===== config.mk =====
export PLATFORM = sky130hd
export DESIGN_NAME = serial_adder
export DESIGN_NICKNAME = d
export VERILOG_FILES = /design/src/rtl/arith_pkg.sv /design/src/rtl/full_adder.sv /design/src/rtl/serial_adder.sv
export SDC_FILE = /design/constraint.sdc
export NUM_CORES = 1
export LEC_CHECK = 0
export CAP_MARGIN = 20
export CORE_MARGIN = 2
export CORE_UTILIZATION = 52
export DETAILED_ROUTE_END_ITERATION = 6
export PLACE_DENSITY = 0.89
export SKIP_CTS_REPAIR_TIMING = 1
export SLEW_MARGIN = 20
export SYNTH_ARGS = -nofsm -noshare
export SYNTH_HDL_FRONTEND = slang
export SYNTH_SLANG_ARGS = --single-unit

===== constraint.sdc =====
create_clock -name clk -period 2 [get_ports clk]
set_input_delay 0.4 -clock clk [delete_from_list [all_inputs] [get_ports clk]]
set_output_delay 0.4 -clock clk [all_outputs]
set_load 0.03 [all_outputs]

===== src/rtl/arith_pkg.sv =====
// rtl/arith_pkg.sv - shared state encoding and sizing helpers for the bit-serial arithmetic cells
package arith_pkg;

  typedef enum logic [1:0] {
    ST_IDLE = 2'd0,
    ST_RUN  = 2'd1,
    ST_DONE = 2'd2
  } state_e;

  // A one-bit operand still needs a one-bit counter to hold the compare value.
  function automatic int cnt_width(input int width);
    return (width > 1) ? $clog2(width) : 1;
  endfunction

endpackage


===== src/rtl/full_adder.sv =====
// rtl/full_adder.sv - single-bit combinational full adder cell
module full_adder (
  input  logic a,
  input  logic b,
  input  logic c,
  output logic sum,
  output logic co
);

  assign sum = a ^ b ^ c;
  assign co  = (a & b) | (a & c) | (b & c);

endmodule


===== src/rtl/serial_adder.sv =====
// rtl/serial_adder.sv - LSB-first bit-serial adder with start/done handshake
module serial_adder
  import arith_pkg::*;
#(
  parameter int WIDTH = 8
) (
  input  logic             clk,
  input  logic             rst_n,
  input  logic             start,
  input  logic [WIDTH-1:0] a,
  input  logic [WIDTH-1:0] b,
  input  logic             cin,
  output logic             busy,
  output logic             done,
  output logic [WIDTH-1:0] sum,
  output logic             cout
);

  localparam int CW = cnt_width(WIDTH);
  localparam logic [CW-1:0] LAST = CW'(WIDTH - 1);

  state_e           state_q, state_d;
  logic [WIDTH-1:0] opa_q, opa_d;
  logic [WIDTH-1:0] opb_q, opb_d;
  logic [WIDTH-1:0] res_q, res_d;
  logic [WIDTH-1:0] sum_q, sum_d;
  logic [CW-1:0]    cnt_q, cnt_d;
  logic             carry_q, carry_d;
  logic             cout_q, cout_d;

  logic             fa_sum, fa_co;
  logic [WIDTH-1:0] res_next;

  full_adder u_fa (
    .a   (opa_q[0]),
    .b   (opb_q[0]),
    .c   (carry_q),
    .sum (fa_sum),
    .co  (fa_co)
  );

  // New bit enters at the MSB so that after WIDTH shifts bit 0 sits at the LSB.
  generate
    if (WIDTH == 1) begin : g_res_w1
      assign res_next = fa_sum;
    end else begin : g_res_wn
      assign res_next = {fa_sum, res_q[WIDTH-1:1]};
    end
  endgenerate

  always_comb begin
    state_d = state_q;
    opa_d   = opa_q;
    opb_d   = opb_q;
    res_d   = res_q;
    sum_d   = sum_q;
    cnt_d   = cnt_q;
    carry_d = carry_q;
    cout_d  = cout_q;
    case (state_q)
      ST_IDLE: begin
        if (start) begin
          state_d = ST_RUN;
          opa_d   = a;
          opb_d   = b;
          carry_d = cin;
          cnt_d   = '0;
        end
      end
      ST_RUN: begin
        opa_d   = opa_q >> 1;
        opb_d   = opb_q >> 1;
        carry_d = fa_co;
        res_d   = res_next;
        cnt_d   = cnt_q + CW'(1);
        // Outputs only change here, so a consumer never observes partial bits.
        if (cnt_q == LAST) begin
          state_d = ST_DONE;
          sum_d   = res_next;
          cout_d  = fa_co;
        end
      end
      ST_DONE: state_d = ST_IDLE;
      default: state_d = ST_IDLE;
    endcase
  end

  always_ff @(posedge clk or negedge rst_n) begin
    if (!rst_n) begin
      state_q <= ST_IDLE;
      opa_q   <= '0;
      opb_q   <= '0;
      res_q   <= '0;
      sum_q   <= '0;
      cnt_q   <= '0;
      carry_q <= 1'b0;
      cout_q  <= 1'b0;
    end else begin
      state_q <= state_d;
      opa_q   <= opa_d;
      opb_q   <= opb_d;
      res_q   <= res_d;
      sum_q   <= sum_d;
      cnt_q   <= cnt_d;
      carry_q <= carry_d;
      cout_q  <= cout_d;
    end
  end

  assign busy = (state_q == ST_RUN);
  assign done = (state_q == ST_DONE);
  assign sum  = sum_q;
  assign cout = cout_q;

endmodule


==> results.ini <==
[placed_design]
post-place-cells = 200
dp_hpwl_mm = 2.34
port_buffers = 30
gp_congestion = 0.773

[timing]
period_share_pct = 91.4
relSlewSlack_pct = 68.8
hold_viol_final = 0
fmax_ghz = 0.547
slew_violations = 0
fin_crit_ns = 1.83
setup_viol_count_final = 0
clock_skew_ns = 0.00429
rsz0062_at_grt = false
finalSetupTns_ns = 0
worst_pin_slew_ns = 0.468

[global_routing]
busiest_layer = met2
met3_usage_pct = 6.49
grt_pass1_wl_mm = 5.82
grt_max_degree = 39
grtUsageMet2_pct = 31.0
grt_pass1_vias = 1215
met1_usage_pct = 24.3
grt.total_usage_pct = 19.3
globalRouteOverflowTotal = 0
antenna_found_initial = 0

[power]
peakVddDrop_v = 0.000566
clockPowerShare_pct = 12.8
p_per_area_nw_per_um2 = 1520
power_switching_w = 0.00120
pwr-share-seq_pct = 41.5
power_leakage_nw = 0.958
pwr-share-comb_pct = 45.7
p_sw_share_pct = 36.4
p_int_w = 0.00210

[layout]
stdcell_count = 208
syn_to_final_growth_pct = 21.6
drive_gt1_share_pct = 22.8
layout.nets = 184
n_antenna_cell = 0

[setup_path]
cp_max_fo = 8
cp-end-kind = output port
critical_path_required_ns = 1.60
critical_path_arrival_ns = 1.43
cpLargestDelayFamily = flip-flops
worstSetupStartpointType = flop
crit_chain = nand2b_1 -> inv_2 -> buf_4
crit_type = reg -> out
critical_path_buf_inv_count = 2
critPathMaxStageDelay_ns = 0.40
cpMaxStageDelayCell = dfrtp_1

[route]
via_per_inst = 5.62
ant_nets = 0
wire_per_inst_um = 16.2
firstDrtPassIters = 4
drtIter0Drc = 29
routed_wl_mm = 3.37
drc_errors = 0
via_count = 1169

[synth]
ys_ff_latch = 38
synth_fp_nets = 153
netlist.area_leader.share_pct = 53.1
synth_cell_type_count = 25
yosysTopAreaCell = dfrtp_1
ys.warnings.count = 0
synthAdderAreaFrac_pct = 2.51
synth_compound_area_share_pct = 12.0
synthArstFlopShare_pct = 100
synth_area_leaders = dfrtp_1 (53%), mux2_4 (7.5%), o221a_2 (5.7%), or4b_1 (5.0%), mux2_1 (4.4%)
ys_seq_area_share_pct = 53.1
synthSimpleGateAreaFrac_pct = 14.2
synth_edf_count = 0
avgSynthCellArea_um2 = 13.8
syn_area_um2 = 1790
synth_xor_area_share_pct = 0
synth_top_family_by_area = simple AND/OR/NAND/NOR gates
yosysMostFrequentCell = dfrtp_1
synthMuxAreaShare_pct = 12.5
synth_ff_type = dfrtp_1
synthTopCellsByCount = dfrtp_1 (38), buf_2 (9), mux2_4 (9), o221a_2 (9), or4b_1 (9)
synthCells = 130

[floorplanning]
dieArea_um2 = 3930
start_util_pct = 54.1
die_y_um = 62.7
rows = 21
core_area_um2 = 3310
io_pins = 31
die_w_um = 62.7

[clocking]
path_clk_slew_ns = 0.11
cts_sinks = 38
cts_buffers = 5
htreeDepth = 2
clock_latency_ns = 0.35
cts_tree = yes
clock_path_buffers = 2
cts_root_buf = clkbuf_4

[worst_hold_path]
hold_path.class = in -> async

[flow_run]
cap_violations = 0

[status]
run_status = completed

[per-stage QoR]
| stage | instance area [µm²] | hold slack (ns) | total power (W) | setup WS, ns | utilization, % |
|---|---|---|---|---|---|
| after floorplan | 1790 | 0.104 | 0.00244 | 0.412 | - |
| after CTS | 2180 | 0.486 | 0.00333 | 0.162 | 65.8 |
| after global routing | 2180 | 0.505 | 0.00353 | 0.0761 | 65.8 |
| final | 2180 | 0.471 | 0.00330 | 0.172 | 65.8 |
| after global placement | 2120 | 0.478 | 0.00281 | 0.258 | 64.0 |
| after detailed placement | 2120 | 0.492 | 0.00291 | 0.111 | 64.0 |
[cell usage in the layout, fill, tap and decap left out, types with 3 or more instances in the layout]
master / count
nor3b_1: 8
buf_4: 8
mux2_1: 7
dfrtp_1: 38
clkdlybuf4s50_1: 28
nor4b_1: 6
clkbuf_4: 5
inv_1: 6
mux2_4: 9
o221a_2: 9
nand2b_1: 3
a211oi_1: 6
or4b_1: 9
[power by group through the flow]
stage	Sequential, W	Combinational (W)	Clock (W)
global route	0.00141	0.00164	0.000474
floorplan	0.00151	0.000935	0
CTS	0.00137	0.00153	0.000430
global placement	0.00136	0.00145	0
detailed placement	0.00139	0.00153	0
finish	0.00137	0.00151	0.000424
[layer usage]
layer | wire length (µm) | vias up
met5 | 0 | -
met4 | 58 | 0
met3 | 181 | 7
met2 | 1670 | 34
met1 | 1470 | 580
li1 | - | 548
[layout make-up]
class / instances / area, µm²
fill: 259 / 1130
sequential: 38 / 951
multi-input combinational: 72 / 739
timing repair buffer: 36 / 340
tap: 46 / 57.6
clock buffer: 7 / 55.1
inverter: 8 / 30.0
clock inverter: 1 / 5.00
[sequential cells by signal (all words and copies together) (netlist names)]
| name | flops |
|---|---|
| cout | 1 |
| opa_q | 8 |
| opb_q | 8 |
| state_q | 2 |
| sum | 8 |
| carry_q | 1 |
| res_q | 7 |
| cnt_q | 3 |
[cells by family after synthesis]
logic type | Yosys count
AOI/OAI and AO/OA | 22
adders and majority gates | 3
buffers and inverters | 20
DFF | 38
muxes | 17
and+or+nand+nor | 30
[worst paths after layout]
| check | startpoint | endpoint | slack, ns | cells past startpoint |
|---|---|---|---|---|
| hold reg to reg | cnt_q[0] | cnt_q[0] | 0.52 | 1 |
| setup / recovery | state_q[1] | busy | 0.17 | 3 |
| hold / removal | rst_n | cout | 0.47 | 2 |
| min in group clk | cnt_q[0] | cnt_q[0] | 0.52 | 1 |
| max in group asynchronous | rst_n | opb_q[1] | 1.21 | 2 |
| setup reg to reg | cnt_q[0] | sum[3] | 0.46 | 5 |
(Power assumes the default switching activity.)
